<file path="config.mk">
export PLATFORM = sky130hd
export DESIGN_NAME = ddc_ctrl_flat
export DESIGN_NICKNAME = d
export VERILOG_FILES = /design/src/rtl/ddc_pkg.sv /design/src/rtl/ddc_ctrl_if.sv /design/src/rtl/ddc_settle_cnt.sv /design/src/rtl/ddc_ctrl.sv /design/src/flat_wrapper.sv
export SDC_FILE = /design/constraint.sdc
export NUM_CORES = 1
export LEC_CHECK = 0
export ABC_AREA = 1
export CORE_UTILIZATION = 30
export DETAILED_ROUTE_END_ITERATION = 16
export GPL_ROUTABILITY_DRIVEN = 0
export SYNTH_ARGS = -nofsm -noshare
export SYNTH_HDL_FRONTEND = slang
export SYNTH_HIERARCHICAL = 1
export SYNTH_SLANG_ARGS = --single-unit
</file>
<file path="constraint.sdc">
create_clock -name clk_i -period 2.7 [get_ports clk_i]
set_input_delay 0.405 -clock clk_i [delete_from_list [all_inputs] [get_ports clk_i]]
set_output_delay 0.405 -clock clk_i [all_outputs]
set_load 0.02 [all_outputs]
</file>
<file path="src/rtl/ddc_pkg.sv">
// Shared constants and state encoding for the 4-lane DDC chain
// (fifo4 -> delay -> oscillator/mixer -> FIR).
package ddc_pkg;

  localparam int unsigned DEF_PINC_W     = 32;
  localparam int unsigned DEF_LVL_W      = 6;
  localparam int unsigned DEF_FILL_LEVEL = 16;
  localparam int unsigned DEF_PIPE_LAT   = 14;
  localparam int unsigned DEF_FIR_LAT    = 64;
  localparam int unsigned DEF_CNT_W      = 8;

  // Status encoding exported on state_o; values are visible to software.
  typedef enum logic [2:0] {
    ST_IDLE   = 3'd0,
    ST_FILL   = 3'd1,
    ST_PRIME  = 3'd2,
    ST_SETTLE = 3'd3,
    ST_RUN    = 3'd4,
    ST_RETUNE = 3'd5,
    ST_FLUSH  = 3'd6
  } ddc_state_t;

  // Cycles from the first valid sample into the oscillator until the FIR
  // output is trustworthy.
  function automatic int unsigned blank_cycles(input int unsigned pipe_lat,
                                               input int unsigned fir_lat);
    return pipe_lat + fir_lat;
  endfunction

endpackage

</file>
<file path="src/rtl/ddc_ctrl_if.sv">
// Configuration handshake carrying a new NCO phase increment.
interface ddc_ctrl_if
  import ddc_pkg::*;
#(
  parameter int unsigned PINC_W = DEF_PINC_W
) ();

  logic              cfg_valid_i;
  logic [PINC_W-1:0] cfg_pinc_i;
  logic              cfg_ready_o;

  // Host side offering configurations
  modport master (
    output cfg_valid_i,
    output cfg_pinc_i,
    input  cfg_ready_o
  );

  // Sequencer side accepting configurations
  modport slave (
    input  cfg_valid_i,
    input  cfg_pinc_i,
    output cfg_ready_o
  );

endinterface

</file>
<file path="src/rtl/ddc_settle_cnt.sv">
// Loadable, non-wrapping down-counter timing the pipeline and FIR flushes.
module ddc_settle_cnt
  import ddc_pkg::*;
#(
  parameter int unsigned CNT_W = DEF_CNT_W
) (
  input  logic             clk_i,
  input  logic             rst_i,
  input  logic             load_i,
  input  logic [CNT_W-1:0] load_val_i,
  output logic [CNT_W-1:0] value_o,
  output logic             zero_o
);

  logic [CNT_W-1:0] cnt_q;

  // Load has priority; otherwise count down and park at zero.
  always_ff @(posedge clk_i) begin
    if (rst_i) begin
      cnt_q <= '0;
    end else if (load_i) begin
      cnt_q <= load_val_i;
    end else if (cnt_q != '0) begin
      cnt_q <= cnt_q - 1'b1;
    end
  end

  assign value_o = cnt_q;
  assign zero_o  = (cnt_q == '0);

endmodule

</file>
<file path="src/rtl/ddc_ctrl.sv">
// Start-up / retune sequencer for the DDC: gates FIFO reads once filled,
// loads NCO increments at safe points and blanks the FIR output until the
// pipeline has flushed; FIFO errors trigger a flush and restart.
module ddc_ctrl
  import ddc_pkg::*;
#(
  parameter int unsigned PINC_W     = DEF_PINC_W,
  parameter int unsigned LVL_W      = DEF_LVL_W,
  parameter int unsigned FILL_LEVEL = DEF_FILL_LEVEL,
  parameter int unsigned PIPE_LAT   = DEF_PIPE_LAT,
  parameter int unsigned FIR_LAT    = DEF_FIR_LAT,
  parameter int unsigned CNT_W      = DEF_CNT_W
) (
  input  logic              clk_i,
  input  logic              rst_i,
  input  logic              enable_i,
  ddc_ctrl_if.slave         cfg,
  input  logic [LVL_W-1:0]  fifo_level_i,
  input  logic              fifo_err_i,
  output logic              fifo_rd_en_o,
  output logic              fifo_flush_o,
  output logic              osc_valid_o,
  output logic [PINC_W-1:0] pinc_o,
  output logic              pinc_load_o,
  output logic              out_valid_o,
  output logic [2:0]        state_o
);

  localparam logic [LVL_W-1:0] FILL_LVL  = LVL_W'(FILL_LEVEL);
  localparam logic [CNT_W-1:0] PRIME_LD  = CNT_W'(PIPE_LAT - 1);
  localparam logic [CNT_W-1:0] SETTLE_LD = CNT_W'(FIR_LAT - 1);
  localparam logic [CNT_W-1:0] RETUNE_LD = CNT_W'(blank_cycles(PIPE_LAT, FIR_LAT) - 1);

  ddc_state_t        state_q, state_d;
  logic              rd_en_q;
  logic              flush_q;
  logic              osc_valid_q;
  logic              out_valid_q;
  logic [PINC_W-1:0] pinc_q;
  logic              pinc_load_q;
  logic [PINC_W-1:0] pend_q;
  logic              pend_vld_q;

  logic              cfg_ready;
  logic              cfg_acc;
  logic              cnt_load;
  logic [CNT_W-1:0]  cnt_load_val;
  logic [CNT_W-1:0]  cnt_value;
  logic              cnt_zero;
  logic              cnt_unused;

  ddc_settle_cnt #(
    .CNT_W (CNT_W)
  ) u_settle_cnt (
    .clk_i      (clk_i),
    .rst_i      (rst_i),
    .load_i     (cnt_load),
    .load_val_i (cnt_load_val),
    .value_o    (cnt_value),
    .zero_o     (cnt_zero)
  );

  // The count itself is status-only; sequencing keys off the zero flag.
  assign cnt_unused = ^cnt_value;

  // Configs are taken only where a new increment cannot disturb a flush.
  assign cfg_ready = !pend_vld_q &&
                     ((state_q == ST_IDLE) || (state_q == ST_FILL) || (state_q == ST_RUN));
  assign cfg_acc   = cfg.cfg_valid_i && cfg_ready;

  // Next state: FIFO error beats enable drop beats normal sequencing.
  // FLUSH itself ignores the error: the sticky flag is still set during the
  // flush pulse, and re-entering would stretch the pulse.
  always_comb begin
    state_d = state_q;
    if (fifo_err_i && (state_q != ST_IDLE) && (state_q != ST_FLUSH)) begin
      state_d = ST_FLUSH;
    end else if (!enable_i) begin
      state_d = ST_IDLE;
    end else begin
      unique case (state_q)
        ST_IDLE:   state_d = ST_FILL;
        ST_FILL:   if (fifo_level_i >= FILL_LVL) state_d = ST_PRIME;
        ST_PRIME:  if (cnt_zero) state_d = ST_SETTLE;
        ST_SETTLE: if (cnt_zero) state_d = ST_RUN;
        ST_RUN:    if (cfg_acc) state_d = ST_RETUNE;
        ST_RETUNE: if (cnt_zero) state_d = ST_RUN;
        ST_FLUSH:  state_d = ST_FILL;
        default:   state_d = ST_IDLE;
      endcase
    end
  end

  // Load the settle counter on entry to each timed state.
  always_comb begin
    cnt_load     = 1'b0;
    cnt_load_val = '0;
    if (state_d != state_q) begin
      case (state_d)
        ST_PRIME:  begin cnt_load = 1'b1; cnt_load_val = PRIME_LD;  end
        ST_SETTLE: begin cnt_load = 1'b1; cnt_load_val = SETTLE_LD; end
        ST_RETUNE: begin cnt_load = 1'b1; cnt_load_val = RETUNE_LD; end
        default:   begin cnt_load = 1'b0; cnt_load_val = '0;        end
      endcase
    end
  end

  // State register plus registered outputs decoded from the next state.
  always_ff @(posedge clk_i) begin
    if (rst_i) begin
      state_q     <= ST_IDLE;
      rd_en_q     <= 1'b0;
      flush_q     <= 1'b0;
      osc_valid_q <= 1'b0;
      out_valid_q <= 1'b0;
      pinc_q      <= '0;
      pinc_load_q <= 1'b0;
      pend_q      <= '0;
      pend_vld_q  <= 1'b0;
    end else begin
      state_q     <= state_d;
      flush_q     <= 1'b0;
      pinc_load_q <= 1'b0;
      // Accepted values park here unless the entry below applies them now.
      if (cfg_acc) begin
        pend_q     <= cfg.cfg_pinc_i;
        pend_vld_q <= 1'b1;
      end
      unique case (state_d)
        ST_PRIME: begin
          rd_en_q     <= 1'b1;
          osc_valid_q <= 1'b1;
          out_valid_q <= 1'b0;
          if (state_q != ST_PRIME) begin
            if (cfg_acc) begin
              pinc_q      <= cfg.cfg_pinc_i;
              pinc_load_q <= 1'b1;
              pend_vld_q  <= 1'b0;
            end else if (pend_vld_q) begin
              pinc_q      <= pend_q;
              pinc_load_q <= 1'b1;
              pend_vld_q  <= 1'b0;
            end
          end
        end
        ST_SETTLE: begin
          rd_en_q     <= 1'b1;
          osc_valid_q <= 1'b1;
          out_valid_q <= 1'b0;
        end
        ST_RUN: begin
          rd_en_q     <= 1'b1;
          osc_valid_q <= 1'b1;
          out_valid_q <= 1'b1;
        end
        ST_RETUNE: begin
          rd_en_q     <= 1'b1;
          osc_valid_q <= 1'b1;
          out_valid_q <= 1'b0;
          // RETUNE is only entered from RUN on an accepted config.
          if (state_q != ST_RETUNE) begin
            pinc_q      <= cfg.cfg_pinc_i;
            pinc_load_q <= 1'b1;
            pend_vld_q  <= 1'b0;
          end
        end
        ST_FLUSH: begin
          rd_en_q     <= 1'b0;
          osc_valid_q <= 1'b0;
          out_valid_q <= 1'b0;
          flush_q     <= 1'b1;
        end
        default: begin
          rd_en_q     <= 1'b0;
          osc_valid_q <= 1'b0;
          out_valid_q <= 1'b0;
        end
      endcase
    end
  end

  assign cfg.cfg_ready_o = cfg_ready;
  assign fifo_rd_en_o    = rd_en_q;
  assign fifo_flush_o    = flush_q;
  assign osc_valid_o     = osc_valid_q;
  assign out_valid_o     = out_valid_q;
  assign pinc_o          = pinc_q;
  assign pinc_load_o     = pinc_load_q;
  assign state_o         = state_q;

endmodule
</file>
<file path="src/flat_wrapper.sv">
// flat-port wrapper written by rule: the top's interface ports become plain ports
module ddc_ctrl_flat import ddc_pkg::*;
#(
  parameter int unsigned PINC_W     = DEF_PINC_W,
  parameter int unsigned LVL_W      = DEF_LVL_W,
  parameter int unsigned FILL_LEVEL = DEF_FILL_LEVEL,
  parameter int unsigned PIPE_LAT   = DEF_PIPE_LAT,
  parameter int unsigned FIR_LAT    = DEF_FIR_LAT,
  parameter int unsigned CNT_W      = DEF_CNT_W
)
  (clk_i, rst_i, enable_i, fifo_level_i, fifo_err_i, fifo_rd_en_o, fifo_flush_o, osc_valid_o, pinc_o, pinc_load_o, out_valid_o, state_o, cfg_cfg_valid_i, cfg_cfg_pinc_i, cfg_cfg_ready_o);
  ddc_ctrl_if #(.PINC_W(PINC_W)) cfg_i ();
  input  logic clk_i;
  input  logic rst_i;
  input  logic enable_i;
  input  logic [LVL_W-1:0] fifo_level_i;
  input  logic fifo_err_i;
  output logic fifo_rd_en_o;
  output logic fifo_flush_o;
  output logic osc_valid_o;
  output logic [PINC_W-1:0] pinc_o;
  output logic pinc_load_o;
  output logic out_valid_o;
  output logic [2:0] state_o;
  input wire logic [$bits(cfg_i.cfg_valid_i)-1:0] cfg_cfg_valid_i;
  input wire logic [$bits(cfg_i.cfg_pinc_i)-1:0] cfg_cfg_pinc_i;
  output wire logic [$bits(cfg_i.cfg_ready_o)-1:0] cfg_cfg_ready_o;
  assign cfg_i.cfg_valid_i = cfg_cfg_valid_i;
  assign cfg_i.cfg_pinc_i = cfg_cfg_pinc_i;
  assign cfg_cfg_ready_o = cfg_i.cfg_ready_o;
  ddc_ctrl #(.PINC_W(PINC_W), .LVL_W(LVL_W), .FILL_LEVEL(FILL_LEVEL), .PIPE_LAT(PIPE_LAT), .FIR_LAT(FIR_LAT), .CNT_W(CNT_W)) u_core (.clk_i(clk_i), .rst_i(rst_i), .enable_i(enable_i), .cfg(cfg_i), .fifo_level_i(fifo_level_i), .fifo_err_i(fifo_err_i), .fifo_rd_en_o(fifo_rd_en_o), .fifo_flush_o(fifo_flush_o), .osc_valid_o(osc_valid_o), .pinc_o(pinc_o), .pinc_load_o(pinc_load_o), .out_valid_o(out_valid_o), .state_o(state_o));
endmodule
</file>
# After elaboration in Yosys (flattened, before gate mapping)
# Cells that the tools add are included.
# totals
ff_bits,80
inputBits,43
# op_classes
add_sub_neg,1
order_cmp,1
eq_ne,18
muxes,32
n_reduce_logical,18
# ops
cell,count
$mux W32,4
$pmux W32 S2,1
$mux W8,3
$pmux W7 S3,1
$eq A3 B3 Y1 const B,6
$mux W3,6
$pmux W3 S5,1
$mux W1,14
$eq A3 B2 Y1 const B,4
$logic_not A8 Y1,1
$reduce_bool A8 Y1,1
$sub A8 B1 Y8 const B,1
$ge A6 B5 Y1 const B,1
$ne A3 B3 Y1 const B,2
$logic_and A1 B1 Y1,4
$ne A2 B1 Y1 const B,2
$pmux W1 S2,2
$reduce_and A4 Y1,1
$reduce_bool A2 Y1,2
$reduce_or A2 Y1,2
$reduce_or A4 Y1,1
$eq A3 B1 Y1 const B,1
$logic_not A3 Y1,1
$ne A3 B1 Y1 const B,1
other kinds (6),7

# Depth between registers and ports, before layout
# logic_depth
depth_word,14
depth_mapped,21
ltp_nobuf,20

# Hierarchy
# Netlist, hierarchy kept.
# by_module_without_submodules
mod,instances,cells_per_inst,area_each_um2,seq_area_each_um2
ddc_ctrl,1,517,3542.1,1441.4
ddc_settle_cnt,1,70,473.0,160.2

# Worst setup path after synthesis
# OpenSTA, ideal clock, no wires.
# synth_path
path_type,register to register
start,register u_core.u_settle_cnt.cnt_q[0] (netlist: u_core/u_settle_cnt/value_o[0])
end,register u_core.u_settle_cnt.cnt_q[1] (netlist: u_core/u_settle_cnt/value_o[1])
setup_time_ns,0.113
t_arrival_ns,2.360
required_time_ns,2.587
path_slack_ns,0.227
stages_incl_launch_ff,20
n_path_buf,2
synth_period_minus_slack_ns,2.473
cell_sequence,dfxtp_1 > inv_1 > ha_1 > nand2_2 > nor2_8 > inv_1 > nand2_1 > nand3_1 > nor2_1 > nand3_2 > nor2_4 > nand2_4 > buf_2 > nand2_1 > buf_2 > inv_2 > nand2_2 > inv_2 > nor2_1 > nor2_1
# synth_via
elab_chain_cells,10
# synth_rtl
item,line_no,rtl
"start, declared",ddc_settle_cnt.sv:15,logic [CNT_W-1:0] cnt_q;
"start signal, assigned",ddc_settle_cnt.sv:22,cnt_q <= load_val_i;
"start signal, assigned",ddc_settle_cnt.sv:24,cnt_q <= cnt_q - 1'b1;
$logic_not A8 Y1 (*),ddc_settle_cnt.sv:29,assign zero_o = (cnt_q == '0);
net u_core.cnt_zero,ddc_ctrl.sv:49,logic cnt_zero;
$mux W3 (on tied branches),"ddc_ctrl.sv:85, ddc_ctrl.sv:87, ddc_ctrl.sv:84",
$pmux W3 S5 (*),ddc_ctrl.sv:81,unique case (state_q)
$mux W3 (*),ddc_ctrl.sv:78,end else if (!enable_i) begin
$mux W3 (*),ddc_ctrl.sv:76,if (fifo_err_i && (state_q != ST_IDLE) && (state_q != ST_FLUSH)) begin
$eq A3 B2 Y1 / $eq A3 B3 Y1 (equally long branches),ddc_ctrl.sv:99,case (state_d)
$reduce_or A3 Y1 (no line),-,
$mux W1,ddc_ctrl.sv:99,
$mux W1 (*),ddc_ctrl.sv:98,if (state_d != state_q) begin
net u_core.cnt_load,ddc_ctrl.sv:46,logic cnt_load;
$mux W8 / $reduce_bool A2 Y1 (equally long branches),-,
# Mark *: on every way through the listed nets, which the timed path passes. The rest lies on a longest branch. The select of a mux whose other input is x is not followed.
# A chain may end at the register's enable or synchronous reset.

# Final worst setup path
# layout_path
start,register u_core.u_settle_cnt.cnt_q[0] (netlist: u_core/u_settle_cnt/value_o[0])
end,register u_core.u_settle_cnt.cnt_q[2] (netlist: u_core/u_settle_cnt/value_o[2])
# Same word-level chain as after synthesis.

==> key figures <==
Route
  – Drt via density: 4.53
  – Antenna Nets Post-Route: 0
  – # DRC: 0
  – DR WL/cell: 12.0 um
  – Via Count: 3,768
  – Initial DRT Pass Iterations: 6
  – DRT Wirelength: 9.97 mm
  – First DRT Iteration DRCs: 236

Power and ir drop
  – Worst VDD drop: 0.000308 V
  – P_leak: 0.00228 uW
  – Power Total: 4310 uW
  – PD cells: 820 mW/mm2

Timing
  – Max-slew violation count: 0
  – RSZ-0062 raised after global routing: no
  – Fin crit period: 2390 ps
  – Worst slew pin tran: 772 ps
  – Finish-stage setup viols: 0
  – Tcrit/Tclk final: 88.6%
  – Final-report hold violation count: 0
  – Max frequency: 0.418 GHz
  – Final worst setup slack: 308 ps
  – Min Hold Slack: 488 ps
  – Layout Skew: 7.63 ps
  – Post-route setup TNS: 0 ps
  – Relative slew slack: 48.5%

Setup path
  – Critical path class: flip-flop to flip-flop
  – CP peak stage delay: 320 ps
  – Crit. End Element: flip-flop
  – CP max stage cell: dfxtp_1
  – CP Buf/Inv Count: 4
  – Required @ worst endpoint: 2970 ps
  – Crit path top cell by count: inv_2
  – CP cell instances: inv_2, ha_4, nand2_2, nor2_8, inv_1, nand2_1, nand3_1, nor2_2, nand3_2, nor2_4, nand2_8, nand2_4, inv_2, nand2_2, inv_2, nor3_1
  – Critical path arrival: 2660 ps
  – Max FO, Critical Path: 14
  – Critical path's top delay family: simple AND/OR/NAND/NOR gates
  – Startpoint Class: flip-flop

GRT
  – First-pass GRT wire length: 17.2 mm
  – Tot GR Track Use: 15.4%
  – Initial antenna violation count: 0
  – Largest net degree at the start of global routing: 55
  – Grt ovf: 0
  – Vias in the first global route: 3,727

Run
  – Maxcap violations: 0

Placed design
  – Hpwl dp: 6.65 mm
  – Port bufs: 79
  – Placed cell areas: 0.00487 mm2
  – Place WS: 26.3 ps

CTS
  – Worst skew pair latency: 340 ps
  – Num Clock Sinks: 80
  – Clock Path Buffers: 2
  – Worst-path clk slew: 60 ps
  – CTS H-tree lvls: 3
  – TritonCTS clock tree: yes
  – TritonCTS Buffers: 9
  – CTS root buf: clkbuf_16

Cells and area
  – Register area: 0.00160 mm2
  – Area of the multi-input gates: 0.00199 mm2
  – N_diodes: 0
  – Synth-to-Final Area Change: 30.9%
  – Final #Nets: 699
  – Fraction of layout cells with a size suffix above 1: 8.79%
  – Filler cell count: 1,319
  – Post-route cell area: 0.00526 mm2

Hold path
  – Hold/Removal Path Class: flip-flop to flip-flop

Die
  – Die area: 0.0138 mm2
  – Placeable Area: 0.0128 mm2
  – I/O pin total: 84
  – DIE WIDTH: 118 um
  – DIE HEIGHT: 118 um
  – Row cnt: 41
  – Starting Density: 31.3%

Yosys
  – Cell count after synthesis: 587
  – Post-synth EDFFs: 0
  – Cell area after synthesis: 0.00402 mm2
  – Post-synthesis sequential area ratio: 39.9%
  – Library cells used by synthesis: 34
  – Post-Syn Nets: 631
  – Top FF cell, synth: dfxtp_1
  – Synth warn: 6
  – Ys async rst share: 0%
  – Yosys reg bits: 80
  – Post-Syn Area per Cell: 6.84 um2

Outcome
  – Status: complete, no violations
==> layout make-up <==
cell class              count  share of cell area (%)
well taps                 172                    4.09
repair buffers             92                    16.9
clock buffers              10                    4.36
clock inverters             6                    1.59
inverters                  63                    4.64
multi-input cells         409                    37.9
flip-flops and latches     80                    30.5
==> layer usage <==
layer | global-route usage [%] | wire [um] | share of wire [%]
met4 | 5.21 | 138 | 1.4
met1 | 17.4 | 4510 | 45
met3 | 5.77 | 619 | 6.2
met2 | 26.4 | 4710 | 47
met5 | 0 | 0 | 0
==> power by group <==
| part | total, uW | internal [uW] | switching, uW |
|---|---|---|---|
| clock | 1290 | 806 | 482 |
| sequential | 1490 | 1380 | 115 |
| combinational | 1530 | 650 | 879 |
| total | 4310 | 2840 | 1480 |
==> flip-flops by register name (all words and copies together) (netlist names) <==
signal,count
u_core/pend_vld_q,1
u_core/state_o,3
u_core/fifo_flush_o,1
u_core/pinc_o,32
u_core/pend_q,32
u_core/osc_valid_o,1
u_core/out_valid_o,1
u_core/pinc_load_o,1
u_core/u_settle_cnt/value_o,8
==> through the flow <==
step / util, % / instances
4_1_cts: 40.4 / 829
3_5_place_dp: 38.0 / 813
3_3_place_gp: 38.0 / 813
6_report: 41.0 / 832
2_1_floorplan: - / 587
5_1_grt: 41.0 / 832
==> worst paths after layout <==
| path | from | to | slack [ps] | depth (start not counted) |
|---|---|---|---|---|
| max reg2reg | u_core/u_settle_cnt/value_o[0] | u_core/u_settle_cnt/value_o[2] | 310 | 16 |
| max | u_core/u_settle_cnt/value_o[0] | u_core/u_settle_cnt/value_o[2] | 310 | 16 |
| min reg2reg | u_core/pinc_o[22] | u_core/pinc_o[22] | 490 | 2 |
| min | u_core/pinc_o[22] | u_core/pinc_o[22] | 490 | 2 |
==> repair_timing <==
item                       CTS  global route
buffers inserted             0             3
setup endpoints to repair    0            40
hold buffers                 0             0
gates resized for setup      0            13
==> cell usage after synthesis (13+ instances only) <==
master / instances / share of area, %
nand3_1: 20 / 2.5
o21ai_0: 47 / 5.9
nor2_1: 107 / 10
nand3b_1: 23 / 4.3
dfxtp_1: 80 / 40
clkbuf_1: 13 / 1.2
nand2_1: 135 / 13
o21ai_1: 15 / 1.9
inv_1: 56 / 5.2
a21oi_1: 18 / 2.2
==> logic make-up (layout without fill, tap and decap cells) <==
group	after synthesis	count (layout)	synth area share, %
buffers and inverters	98	171	11.5
AOI/OAI and AO/OA	90	90	11.8
xor gates and xnor gates	6	6	1.31
other	1	1	0.0934
DFF	80	80	39.9
adders and majority gates	1	1	0.312
and+or+nand+nor	311	311	35.0
==> worst reg2reg max path, cell delays in order, from the launching register on <==
cell	delay (ps)
dfxtp_1	320
inv_2	110
ha_4	160
nand2_2	100
nor2_8	180
inv_1	70
nand2_1	90
nand3_1	110
nor2_2	150
nand3_2	120
nor2_4	210
nand2_8	140
nand2_4	150
inv_2	80
nand2_2	110
inv_2	50
nor3_1	160
==> cell usage in the layout, fill, tap and decap left out, drive strengths merged <==
cell type      count
nand2            142
nor2             113
dfxtp             80
clkdlybuf4s50     78
inv               62
o21ai             62
nand3             24
nand3b            23
a21oi             18
buf               14
clkbuf            10
o21a               9
nor3               5
clkinv             5
xor2               4
nand4              3
bufinv             2
xnor2              2
nor3b              1
o211ai             1
conb               1
ha                 1
Power figures use the tool's default switching activity.
